## config.mk

```make
export PLATFORM = sky130hd
export DESIGN_NAME = prog_counter_flat
export DESIGN_NICKNAME = d
export VERILOG_FILES = /design/src/rtl/prz_pkg.sv /design/src/rtl/prog_counter_if.sv /design/src/rtl/prog_counter_ret_stack.sv /design/src/rtl/prog_counter.sv /design/src/flat_wrapper.sv
export SDC_FILE = /design/constraint.sdc
export NUM_CORES = 1
export LEC_CHECK = 0
export CAP_MARGIN = 25
export CORE_MARGIN = 1
export CORE_UTILIZATION = 57
export CTS_BUF_LIST = sky130_fd_sc_hd__clkbuf_2
export CTS_CLUSTER_DIAMETER = 150
export DETAILED_ROUTE_END_ITERATION = 10
export GPL_TIMING_DRIVEN = 0
export PLACE_DENSITY_LB_ADDON = 0.05
export SLEW_MARGIN = 20
export SYNTH_ARGS = -nofsm -noshare
export SYNTH_HDL_FRONTEND = slang
export SYNTH_SLANG_ARGS = --single-unit
```

## constraint.sdc

```tcl
create_clock -name clk_i -period 3.4 [get_ports clk_i]
set_input_delay 0.68 -clock clk_i [delete_from_list [all_inputs] [get_ports clk_i]]
set_output_delay 0.68 -clock clk_i [all_outputs]
set_load 0.05 [all_outputs]
```

## src/rtl/prz_pkg.sv

```systemverilog
// Shared widths and FSM state encoding for the program counter block.
package prz_pkg;
  localparam int ADDR_WIDTH_PC = 12;
  localparam int INSTR_WIDTH   = 16;

  typedef enum logic [1:0] {
    S_RUN  = 2'd0,
    S_INIT = 2'd1,
    S_DONE = 2'd2
  } state_e;
endpackage

```

## src/rtl/prog_counter_if.sv

```systemverilog
// Control, WISHBONE-load and PRAM-side signals of the program counter.
interface prog_counter_if;
  import prz_pkg::*;

  logic                     inc_i;
  logic                     adr_ld_i;
  logic [ADDR_WIDTH_PC-1:0] adr_pc_i;
  logic                     call_i;
  logic                     ret_i;
  logic                     stall_i;
  logic                     init_mode_i;
  // wb_valid_i qualifies data_wb_bus_i; there is no ready: every valid cycle
  // in S_INIT is consumed as one PRAM write, valid cycles elsewhere are ignored.
  logic                     wb_valid_i;
  logic [INSTR_WIDTH-1:0]   data_wb_bus_i;
  logic [ADDR_WIDTH_PC-1:0] pram_adr_o;
  logic                     pram_we_o;
  logic [INSTR_WIDTH-1:0]   pram_wdata_o;
  logic                     init_done_o;
  logic                     stack_err_o;
  state_e                   state_o;

  modport master (
    output inc_i, adr_ld_i, adr_pc_i, call_i, ret_i, stall_i, init_mode_i,
           wb_valid_i, data_wb_bus_i,
    input  pram_adr_o, pram_we_o, pram_wdata_o, init_done_o, stack_err_o, state_o
  );

  modport slave (
    input  inc_i, adr_ld_i, adr_pc_i, call_i, ret_i, stall_i, init_mode_i,
           wb_valid_i, data_wb_bus_i,
    output pram_adr_o, pram_we_o, pram_wdata_o, init_done_o, stack_err_o, state_o
  );
endinterface

```

## src/rtl/prog_counter_ret_stack.sv

```systemverilog
// Register-based LIFO for return addresses; only the pointer is reset.
module ret_stack #(
  parameter int DEPTH = 8,
  parameter int W     = 12
) (
  input  logic         clk_i,
  input  logic         a_reset_l,
  input  logic         push_i,
  input  logic         pop_i,
  input  logic         flush_i,
  input  logic [W-1:0] push_data_i,
  output logic [W-1:0] pop_data_o,
  output logic         full_o,
  output logic         empty_o
);
  localparam int PW = $clog2(DEPTH);

  logic [PW:0]   sp_q, sp_d;
  logic [W-1:0]  mem_q [DEPTH];
  logic [PW-1:0] top_idx;

  assign full_o     = (sp_q == (PW+1)'(DEPTH));
  assign empty_o    = (sp_q == '0);
  assign top_idx    = PW'(sp_q - 1'b1);
  assign pop_data_o = mem_q[top_idx];

  always_comb begin
    sp_d = sp_q;
    if (flush_i)                 sp_d = '0;
    else if (push_i && !full_o)  sp_d = sp_q + 1'b1;
    else if (pop_i && !empty_o)  sp_d = sp_q - 1'b1;
  end

  always_ff @(posedge clk_i) begin
    if (!a_reset_l) sp_q <= '0;
    else            sp_q <= sp_d;
  end

  // Entries keep their contents across reset; an empty pointer hides them.
  always_ff @(posedge clk_i) begin
    if (push_i && !full_o && !flush_i) mem_q[sp_q[PW-1:0]] <= push_data_i;
  end
endmodule

```

## src/rtl/prog_counter.sv

```systemverilog
// Program counter with call/return stack and PRAM program-image loader.
module prog_counter
  import prz_pkg::*;
#(
  parameter int STACK_DEPTH = 8,
  parameter int INIT_WORDS  = 4096
) (
  input  logic           clk_i,
  input  logic           a_reset_l,
  prog_counter_if.slave  pc_if
);
  localparam logic [ADDR_WIDTH_PC-1:0] LAST_ADR = ADDR_WIDTH_PC'(INIT_WORDS - 1);
  localparam logic [ADDR_WIDTH_PC-1:0] ONE      = ADDR_WIDTH_PC'(1);

  state_e                   state_q, state_d;
  logic [ADDR_WIDTH_PC-1:0] pc_q, pc_d;
  logic                     err_q, err_d;
  logic                     done_q, done_d;
  logic                     push, pop, flush, full, empty;
  logic [ADDR_WIDTH_PC-1:0] pop_data;

  ret_stack #(.DEPTH(STACK_DEPTH), .W(ADDR_WIDTH_PC)) u_stack (
    .clk_i       (clk_i),
    .a_reset_l   (a_reset_l),
    .push_i      (push),
    .pop_i       (pop),
    .flush_i     (flush),
    .push_data_i (pc_q + ONE),
    .pop_data_o  (pop_data),
    .full_o      (full),
    .empty_o     (empty)
  );

  always_comb begin
    state_d = state_q;
    pc_d    = pc_q;
    err_d   = err_q;
    done_d  = 1'b0;
    push    = 1'b0;
    pop     = 1'b0;
    flush   = 1'b0;
    case (state_q)
      S_RUN: begin
        if (pc_if.init_mode_i) begin
          state_d = S_INIT;
          pc_d    = '0;
          flush   = 1'b1;
        end else if (pc_if.stall_i) begin
          pc_d = pc_q;
        end else if (pc_if.ret_i) begin
          if (!empty) begin
            pop  = 1'b1;
            pc_d = pop_data;
          end else begin
            pc_d  = '0;
            err_d = 1'b1;
          end
        end else if (pc_if.call_i) begin
          // The jump is taken even when the return address cannot be saved.
          if (!full) push  = 1'b1;
          else       err_d = 1'b1;
          pc_d = pc_if.adr_pc_i;
        end else if (pc_if.adr_ld_i) begin
          pc_d = pc_if.adr_pc_i;
        end else if (pc_if.inc_i) begin
          pc_d = pc_q + ONE;
        end
      end
      S_INIT: begin
        if (pc_if.wb_valid_i) begin
          if (pc_q == LAST_ADR) begin
            state_d = S_DONE;
            pc_d    = '0;
            done_d  = 1'b1;
          end else begin
            pc_d = pc_q + ONE;
          end
        end
      end
      S_DONE: begin
        state_d = S_RUN;
        pc_d    = '0;
      end
      default: begin
        state_d = S_RUN;
        pc_d    = '0;
      end
    endcase
  end

  always_ff @(posedge clk_i) begin
    if (!a_reset_l) begin
      state_q <= S_RUN;
      pc_q    <= '0;
      err_q   <= 1'b0;
      done_q  <= 1'b0;
    end else begin
      state_q <= state_d;
      pc_q    <= pc_d;
      err_q   <= err_d;
      done_q  <= done_d;
    end
  end

  // Write strobe is gated by reset so a reset cycle mid-load never writes.
  assign pc_if.pram_we_o    = (state_q == S_INIT) && pc_if.wb_valid_i && a_reset_l;
  assign pc_if.pram_wdata_o = (state_q == S_INIT) ? pc_if.data_wb_bus_i : '0;
  assign pc_if.pram_adr_o   = pc_q;
  assign pc_if.init_done_o  = done_q;
  assign pc_if.stack_err_o  = err_q;
  assign pc_if.state_o      = state_q;
endmodule
```

## src/flat_wrapper.sv

```systemverilog
// flat-port wrapper written by rule: the top's interface ports become plain ports
module prog_counter_flat import prz_pkg::*;
#(
  parameter int STACK_DEPTH = 8,
  parameter int INIT_WORDS  = 4096
)
  (clk_i, a_reset_l, pc_if_inc_i, pc_if_adr_ld_i, pc_if_adr_pc_i, pc_if_call_i, pc_if_ret_i, pc_if_stall_i, pc_if_init_mode_i, pc_if_wb_valid_i, pc_if_data_wb_bus_i, pc_if_pram_adr_o, pc_if_pram_we_o, pc_if_pram_wdata_o, pc_if_init_done_o, pc_if_stack_err_o, pc_if_state_o);
  prog_counter_if pc_if_i ();
  input  logic clk_i;
  input  logic a_reset_l;
  input wire logic [$bits(pc_if_i.inc_i)-1:0] pc_if_inc_i;
  input wire logic [$bits(pc_if_i.adr_ld_i)-1:0] pc_if_adr_ld_i;
  input wire logic [$bits(pc_if_i.adr_pc_i)-1:0] pc_if_adr_pc_i;
  input wire logic [$bits(pc_if_i.call_i)-1:0] pc_if_call_i;
  input wire logic [$bits(pc_if_i.ret_i)-1:0] pc_if_ret_i;
  input wire logic [$bits(pc_if_i.stall_i)-1:0] pc_if_stall_i;
  input wire logic [$bits(pc_if_i.init_mode_i)-1:0] pc_if_init_mode_i;
  input wire logic [$bits(pc_if_i.wb_valid_i)-1:0] pc_if_wb_valid_i;
  input wire logic [$bits(pc_if_i.data_wb_bus_i)-1:0] pc_if_data_wb_bus_i;
  output wire logic [$bits(pc_if_i.pram_adr_o)-1:0] pc_if_pram_adr_o;
  output wire logic [$bits(pc_if_i.pram_we_o)-1:0] pc_if_pram_we_o;
  output wire logic [$bits(pc_if_i.pram_wdata_o)-1:0] pc_if_pram_wdata_o;
  output wire logic [$bits(pc_if_i.init_done_o)-1:0] pc_if_init_done_o;
  output wire logic [$bits(pc_if_i.stack_err_o)-1:0] pc_if_stack_err_o;
  output wire logic [$bits(pc_if_i.state_o)-1:0] pc_if_state_o;
  assign pc_if_i.inc_i = pc_if_inc_i;
  assign pc_if_i.adr_ld_i = pc_if_adr_ld_i;
  assign pc_if_i.adr_pc_i = pc_if_adr_pc_i;
  assign pc_if_i.call_i = pc_if_call_i;
  assign pc_if_i.ret_i = pc_if_ret_i;
  assign pc_if_i.stall_i = pc_if_stall_i;
  assign pc_if_i.init_mode_i = pc_if_init_mode_i;
  assign pc_if_i.wb_valid_i = pc_if_wb_valid_i;
  assign pc_if_i.data_wb_bus_i = pc_if_data_wb_bus_i;
  assign pc_if_pram_adr_o = pc_if_i.pram_adr_o;
  assign pc_if_pram_we_o = pc_if_i.pram_we_o;
  assign pc_if_pram_wdata_o = pc_if_i.pram_wdata_o;
  assign pc_if_init_done_o = pc_if_i.init_done_o;
  assign pc_if_stack_err_o = pc_if_i.stack_err_o;
  assign pc_if_state_o = pc_if_i.state_o;
  prog_counter #(.STACK_DEPTH(STACK_DEPTH), .INIT_WORDS(INIT_WORDS)) u_core (.clk_i(clk_i), .a_reset_l(a_reset_l), .pc_if(pc_if_i));
endmodule
```

==> reports/qor.tcl, run 1 <==
set qor(crit-reg2reg-capture) {u_core.pc_if.pram_adr_o[2]}
set qor(hold_path_end) {u_core.pc_if.stack_err_o}
set qor(max_slew.worst_pin.slew_ns) 0.9073
set qor(timing.clock.skew_ns) 0.03134
set qor(worst_path_dominant_cell_family) {buffers and inverters}
set qor(post-route-cell-area_mm2) 0.006673
set qor(ant_nets) 0
set qor(die_area_mm2) 0.01003
set qor(dr_total_vias) 3967
set qor(cts_post_setup_buffers_inserted) 0
set qor(worst_path_buf_inv) 4
set qor(start_util) 0.5916
set qor(r2r-start) {u_core.u_stack.sp_q[0]}
set qor(holdBufCountCts) 0
set qor(worst_hold_startpoint) {a_reset_l}
set qor(min-delay-path-class) {in -> reg}
set qor(clock.fmax_mhz) 313.4
set qor(drtIter0Drc) 435
set qor(cts_tree) {yes}
set qor(place_area_mm2) 0.006382
set qor(synth.distinct_cells) 70
set qor(syn-num-nets) 448
set qor(placement_rows) 35
set qor(grt_antenna_before_repair) 0
set qor(vdd_drop_max_mv) 0.2978
set qor(synth_seq_cells) 116
set qor(place.detailed.instances) 606
set qor(setup-violations-final) 0
set qor(setup.worst_path.class) {reg -> out}
set qor(cp_cell_sequence) {buf_2 -> nor2b_4 -> clkbuf_2 -> clkbuf_2 -> and2_1 -> clkdlybuf4s15_2}
set qor(path_common_cell) {clkbuf_2}
set qor(critPathLaunchType) {flip-flop}
set qor(post_layout_nonfiller_instances) 638
set qor(port_buffers) 68
set qor(level_count_of_the_clock_h_tree) 4
set qor(syn_avg_cell_area_um2) 13.50
set qor(die_ht_um) 100.2
set qor(design.final.nets) 537
set qor(first_global_vias) 3846
set qor(detail_route.wirelength_um) 13810
set qor(clock_tree_root_driver_cell) {clkbuf_2}
set qor(fin_hold_ws_ns) 0.3652
set qor(cp_data_required_time_ns) 2.72
set qor(drc) 0
set qor(rsz_0062_raised_after_global_routing) {false}
set qor(detailedPlace.worstSlack_ns) -0.04640
set qor(period_share) 0.9384
set qor(grtUsageTotal) 0.2976
set qor(p_leak_nw) 2.279
set qor(synthCells) 407
set qor(setup_ws_ns) 0.2094
set qor(tritoncts_num_sinks) 116
set qor(crit_path_max_fanout) 10
set qor(final_core_utilization) 0.7187
set qor(asyncSetResetFlopFracSynth) 0
set qor(number_of_warnings_issued_by_yosys) 0
set qor(antenna_cells) 0
set qor(regToRegSetupSlack_ns) 0.23
set qor(slew_headroom) 0.3945
set qor(hold_depth) 2
set qor(slowest_stage) {dfxtp_1}
set qor(endpoint_kind) {output port}
set qor(dr.pass1.iters) 5
set qor(finalCriticalPeriod_ns) 3.191
set qor(coreArea_mm2) 0.009284
set qor(dominantRegCellSynth) {edfxtp_1}
set qor(pin_count) 70
set qor(global_route_wire_length_before_repair_um) 21320
set qor(gpl.final_weighted_congestion) 0.9331
set qor(synthToLayoutAreaGrowth_pct) 21.48
set qor(cts.clk_slew.worst_paths_ns) 0.20
set qor(final_hold_viol_count) 0
set qor(hpwl_um) 9329
set qor(drive_gt1_frac) 0.2141
set qor(maxSlewViolCount) 0
set qor(number_of_fillers_in_the_final_layout) 658
set qor(number_of_buffers_added_by_the_clock_tree_synthesis_step) 17
set qor(chipWidth_um) 100.2
set qor(vias_per_cell) 6.218
set qor(synth.cell_area_mm2) 0.005493
set qor(routedWlPerCell_um) 21.64
set qor(sequential_area_share_after_synthesis) 0.5977
set qor(largest_net_degree_at_the_start_of_global_routing) 17
set qor(timing.reg2reg.worst_path_depth) 10
set qor(final.setup.tns_ns) 0
set qor(clock_path_buffers) 2
set qor(crit_arrival_ns) 2.51
set qor(grt-ovfl-total) 0
set qor(power_mw) 2.946
set qor(number_of_max_cap_violations) 0
set qor(crit_path_max_incr_delay_ns) 0.37
set qor(power.density_cell_area_mw_per_mm2) 441.5
set qor(run_status) {finished, final reports clean}
set qor(postCtsResizedCells) 39
set qor(synth_enable_flop_cells) 96
set qor(clkLatencyLatePin_ns) 0.65
kinds of logic after synthesis:
kind of cell               after synthesis  share of synthesized area
muxes                                   27                     0.1041
DFF                                    116                     0.5977
AOI/OAI and AO/OA                       59                    0.08132
xor gates and xnor gates                10                    0.01595
buffers and inverters                   32                    0.02665
adders and majority gates                4                   0.009112
and+or+nand+nor                        159                     0.1651
cells in the final DEF (no fill, tap or decap), types with 3 or more instances in the layout:
cell type,instances
ha_1,4
nor2b_1,5
xnor2_1,7
bufinv_16,4
a21oi_1,12
nor2_1,21
clkdlybuf4s50_1,51
and2_1,17
o211ai_1,4
xor2_1,3
nor4_1,3
dlygate4sd2_1,8
o21ai_1,4
inv_1,6
clkbuf_1,10
nand2_1,26
a221o_1,3
clkinvlp_4,3
nand3_1,27
and3_1,7
buf_2,6
nor2_2,6
dfxtp_1,20
mux4_2,24
or3_1,4
clkdlybuf4s15_2,9
nand3_2,3
buf_4,3
or2_2,4
clkbuf_2,23
nor3_1,8
buf_6,3
nand4_1,5
nand2b_1,5
edfxtp_1,96
clkinv_1,3
a31oi_1,4
a211o_1,3
how the worst max path moves through the flow:
stage	slack (ns)	cells past startpoint	endpoint	from
2_1_floorplan	0.54	5	pc_if_pram_wdata_o[10]	u_core.pc_if.state_o[0]
3_3_place_gp	-0.80	4	u_core.u_stack.mem_q[1][0]	pc_if_init_mode_i
3_5_place_dp	-0.05	10	u_core.pc_if.pram_adr_o[8]	u_core.u_stack.sp_q[0]
4_1_cts	0.03	5	pc_if_pram_we_o	u_core.pc_if.state_o[0]
5_1_grt	0.02	10	u_core.pc_if.pram_adr_o[9]	u_core.u_stack.sp_q[0]
6_report	0.21	6	pc_if_pram_wdata_o[10]	u_core.pc_if.state_o[0]
power breakdown:
| group | internal, mW | switching (mW) | total [mW] |
|---|---|---|---|
| clock | 0.481 | 0.543 | 1.02 |
| combinational | 0.140 | 0.219 | 0.359 |
| sequential | 1.55 | 0.0136 | 1.56 |
layer usage:
layer  part of all wire  track usage
met1               0.41       0.4059
met2               0.46       0.4626
met3              0.099      0.05850
met4              0.033       0.1460
met5                  0            0
flip-flops by register name, summed over array words and instances (netlist names):
register and flops:
u_core.u_stack.sp_q 4, u_core.u_stack.mem_q 96, u_core.pc_if.state_o 2, u_core.pc_if.stack_err_o 1
u_core.pc_if.init_done_o 1, u_core.pc_if.pram_adr_o 12
final cells by class:
| cell class | count | area, µm² | area share |
|---|---|---|---|
| sequential | 116 | 3283 | 0.4920 |
| inverter | 7 | 26.28 | 0.003938 |
| clock inverter | 14 | 185.2 | 0.02775 |
| tap | 129 | 161.4 | 0.02419 |
| timing repair buffer | 70 | 698.2 | 0.1046 |
| multi-input combinational | 259 | 2096 | 0.3141 |
| clock buffer | 18 | 90.09 | 0.01350 |
| buffer | 25 | 132.6 | 0.01988 |
synthesized netlist by cell type, drive strengths merged (3+ instances only):
library cell	n	area share
nand3	30	0.030
dfxtp	20	0.073
nand2b	5	0.0057
o211ai	4	0.0055
or4	3	0.0055
edfxtp	96	0.52
and3	9	0.011
a211o	4	0.0066
nor4	5	0.011
or2	4	0.0046
a221oi	3	0.0059
or3	4	0.0046
mux4	24	0.098
buf	11	0.012
nand4	5	0.0057
inv	7	0.0048
xnor2	7	0.011
nor2b	6	0.0068
ha	4	0.0091
nor3	11	0.012
clkbuf	14	0.0098
nand2	27	0.021
xor2	3	0.0048
nor2	27	0.018
o21ai	6	0.0055
a221o	3	0.0055
and2	17	0.019
a31oi	4	0.0046
a21oi	13	0.013
(Power assumes the default switching activity.)
==> run 2: changes to the inputs <==
--- a/config.mk
+++ b/config.mk
@@ -9,7 +9,7 @@
 export CORE_MARGIN = 1
 export CORE_UTILIZATION = 57
 export CTS_BUF_LIST = sky130_fd_sc_hd__clkbuf_2
-export CTS_CLUSTER_DIAMETER = 150
+export CTS_CLUSTER_DIAMETER = 30
 export DETAILED_ROUTE_END_ITERATION = 10
 export GPL_TIMING_DRIVEN = 0
 export PLACE_DENSITY_LB_ADDON = 0.05
==> results of run 2 <==
Same layout as run 1: the final DEF is identical, and so are final timing and power.
==> run 3: changes to the inputs <==
--- a/config.mk
+++ b/config.mk
@@ -5,7 +5,7 @@
 export SDC_FILE = /design/constraint.sdc
 export NUM_CORES = 1
 export LEC_CHECK = 0
-export CAP_MARGIN = 25
+export CAP_MARGIN = 20
 export CORE_MARGIN = 1
 export CORE_UTILIZATION = 57
 export CTS_BUF_LIST = sky130_fd_sc_hd__clkbuf_2
==> constraint.sdc (replaced) <==
create_clock -name clk_i -period 3.4 [get_ports clk_i]
set_input_delay 0.68 -clock clk_i [delete_from_list [all_inputs] [get_ports clk_i]]
set_output_delay 0.68 -clock clk_i [all_outputs]
set_load 0.01 [all_outputs]
==> reports/qor.tcl, run 3 (synthesis gave the netlist of run 1 again) <==
set qor(tritoncts_num_sinks) 116 ;# unchanged
set qor(commonest_non_fill_non_tap_cells_in_the_layout) {96 x edfxtp_1, 68 x clkdlybuf4s50_1, 27 x nand3_1} ;# was 96 x edfxtp_1, 51 x clkdlybuf4s50_1, 27 x nand3_1
set qor(p_leak_nw) 2.254 ;# was 2.279 nW
set qor(crit_arrival_ns) 2.54 ;# was 2.51 ns
set qor(placement_rows) 35 ;# unchanged
set qor(worst_path_buf_inv) 3 ;# was 4
set qor(antenna_cells) 0 ;# unchanged
set qor(die_area_mm2) 0.01003 ;# unchanged
set qor(clock_path_buffers) 2 ;# unchanged
set qor(drtIter0Drc) 483 ;# was 435
set qor(routedWlPerCell_um) 21.65 ;# was 21.64 µm
set qor(setup_ws_ns) 0.1753 ;# was 0.2094 ns
set qor(commonest_non_fill_non_tap_cell_in_the_layout) {edfxtp_1} ;# unchanged
set qor(min-delay-path-class) {in -> reg} ;# unchanged
set qor(final.setup.tns_ns) 0 ;# unchanged
set qor(seqCellArea_mm2) 0.003283 ;# unchanged
set qor(slew_headroom) 0.4042 ;# was 0.3945
set qor(largest_net_degree_at_the_start_of_global_routing) 17 ;# unchanged
set qor(total_area_of_multi_input_combinational_cells_mm2) 0.002096 ;# unchanged
set qor(dr.pass1.iters) 6 ;# was 5
set qor(place_area_mm2) 0.006382 ;# unchanged
set qor(clock.fmax_mhz) 310.1 ;# was 313.4 MHz
set qor(crit_path_max_fanout) 8 ;# was 10
set qor(dr_total_vias) 3971 ;# was 3967
set qor(chipWidth_um) 100.2 ;# unchanged
set qor(setup.worst_path.class) {reg -> out} ;# unchanged
set qor(grt_antenna_before_repair) 0 ;# unchanged
set qor(cp_cell_sequence) {buf_4 -> nor2b_4 -> nand3_1 -> inv_2 -> clkdlybuf4s50_1} ;# was buf_2 -> nor2b_4 -> clkbuf_2 -> clkbuf_2 -> and2_1 -> clkdlybuf4s15_2
set qor(critPathLaunchType) {flip-flop} ;# unchanged
set qor(max_slew.worst_pin.slew_ns) 0.8928 ;# was 0.9073 ns
set qor(hold_depth) 2 ;# unchanged
set qor(critical_path_cell_count) 5 ;# was 6
set qor(synthToLayoutAreaGrowth_pct) 21.89 ;# was 21.48%
set qor(level_count_of_the_clock_h_tree) 4 ;# unchanged
set qor(largest_register_ff_count) 96 ;# unchanged
set qor(finalCriticalPeriod_ns) 3.225 ;# was 3.191 ns
set qor(pin_count) 70 ;# unchanged
set qor(crit-reg2reg-capture) {u_core.u_stack.mem_q[1][6]} ;# was u_core.pc_if.pram_adr_o[2]
set qor(post-route-cell-area_mm2) 0.006695 ;# was 0.006673 mm²
set qor(gpl.final_weighted_congestion) 0.9331 ;# unchanged
set qor(worst_hold_startpoint) {a_reset_l} ;# unchanged
set qor(number_of_fillers_in_the_final_layout) 648 ;# was 658
set qor(hpwl_um) 9329 ;# unchanged
set qor(regToRegSetupSlack_ns) 0.24 ;# was 0.23 ns
set qor(setup-violations-final) 0 ;# unchanged
set qor(cp_data_required_time_ns) 2.72 ;# about the same
set qor(r2r-start) {u_core.u_stack.sp_q[0]} ;# unchanged
set qor(timing.reg2reg.worst_path_depth) 8 ;# was 10
set qor(first_global_vias) 3840 ;# was 3846
set qor(start_util) 0.5916 ;# unchanged
set qor(worst_path_dominant_cell_family) {buffers and inverters} ;# unchanged
set qor(clock_tree_root_driver_cell) {clkbuf_2} ;# unchanged
set qor(design.final.nets) 539 ;# was 537
set qor(cts_tree) {yes} ;# unchanged
set qor(maxSlewViolCount) 0 ;# unchanged
set qor(setup.worst_path.end) {pc_if_pram_we_o} ;# was pc_if_pram_wdata_o[10]
set qor(coreArea_mm2) 0.009284 ;# unchanged
set qor(worst_setup_path_startpoint) {u_core.pc_if.state_o[0]} ;# unchanged
set qor(ant_nets) 0 ;# unchanged
set qor(detailedPlace.worstSlack_ns) -0.04640 ;# unchanged
set qor(final_hold_viol_count) 0 ;# unchanged
set qor(detail_route.wirelength_um) 13860 ;# was 13810 µm
set qor(power.density_cell_area_mw_per_mm2) 432.7 ;# was 441.5 mW/mm²
set qor(clkLatencyLatePin_ns) 0.65 ;# about the same
set qor(grtUsageTotal) 0.2975 ;# was 0.2976
set qor(vdd_drop_max_mv) 0.2966 ;# was 0.2978 mV
set qor(period_share) 0.9484 ;# was 0.9384
set qor(timing.clock.skew_ns) 0.02936 ;# was 0.03134 ns
set qor(crit_path_max_incr_delay_ns) 0.58 ;# was 0.37 ns
set qor(number_of_max_cap_violations) 0 ;# unchanged
set qor(drive_gt1_frac) 0.1996 ;# was 0.2141
set qor(slowest_stage) {clkdlybuf4s50_1} ;# was dfxtp_1
set qor(port_buffers) 68 ;# unchanged
set qor(global_route_wire_length_before_repair_um) 21310 ;# was 21320 µm
set qor(holdBufCountCts) 0 ;# unchanged
set qor(endpoint_kind) {output port} ;# unchanged
set qor(grt-ovfl-total) 0 ;# unchanged
set qor(run_status) {finished, final reports clean} ;# unchanged
set qor(vias_per_cell) 6.205 ;# was 6.218
set qor(fin_hold_ws_ns) 0.3596 ;# was 0.3652 ns
set qor(rsz_0062_raised_after_global_routing) {false} ;# unchanged
set qor(drc) 0 ;# unchanged
set qor(die_ht_um) 100.2 ;# unchanged
set qor(cts.clk_slew.worst_paths_ns) 0.20 ;# about the same
set qor(number_of_buffers_added_by_the_clock_tree_synthesis_step) 17 ;# unchanged
==> run 3: cell types whose count changed in the layout (fill, tap and decap cells not counted), sizes merged <==
cell / before / now
clkdlybuf4s50: 51 / 68
clkbuf: 33 / 32
buf: 12 / 14
clkdlybuf4s15: 9 / 1
dlygate4sd2: 8 / 0
==> run 3: power breakdown <==
part / switching [mW] / internal (mW)
Sequential: 0.0136 / 1.55
Clock: 0.545 / 0.481
Combinational: 0.159 / 0.149
Total: 0.717 / 2.18
==> run 3: through the flow <==
stage / cells / power [mW] / utilization
final: 640 / 2.897 / 0.7212
after global routing: 640 / 2.983 / 0.7212
after CTS: 638 / 2.898 / 0.7194
after detailed placement: 606 / 1.894 / 0.6875
after global placement: 604 / 1.886 / 0.6823
after floorplan: 407 / 1.754 / -
==> run 3: worst min-delay path by stage <==
| stage | to | slack (ns) |
|---|---|---|
| after floorplan | u_core.pc_if.pram_adr_o[1] | 0.52 |
| after global placement | u_core.pc_if.stack_err_o | 0.48 |
| after detailed placement | u_core.pc_if.stack_err_o | 0.51 |
| after CTS | u_core.pc_if.stack_err_o | 0.33 |
| after global routing | u_core.pc_if.stack_err_o | 0.32 |
| final | u_core.pc_if.stack_err_o | 0.36 |
==> run 3: layout make-up <==
type / count / area share
Multi-Input combinational cell: 259 / 0.3130
Clock buffer: 18 / 0.01346
Buffer: 25 / 0.02018
Timing Repair Buffer: 72 / 0.1073
Sequential cell: 116 / 0.4904
Tap cell: 129 / 0.02411
Clock inverter: 14 / 0.02766
Inverter: 7 / 0.003925
==> run 3: repair_timing <==
| action | in CTS | in global routing |
|---|---|---|
| gates resized for setup | 8 | 2 |
| setup endpoints to repair | 24 | 9 |
| setup buffers | 0 | 2 |
==> run 3: layer usage <==
metal | share of wire | wire length [µm] | GRT usage
met5 | 0 | 0 | 0
met4 | 0.032 | 438 | 0.1460
met3 | 0.092 | 1280 | 0.05850
met2 | 0.46 | 6366 | 0.4621
met1 | 0.42 | 5771 | 0.4059
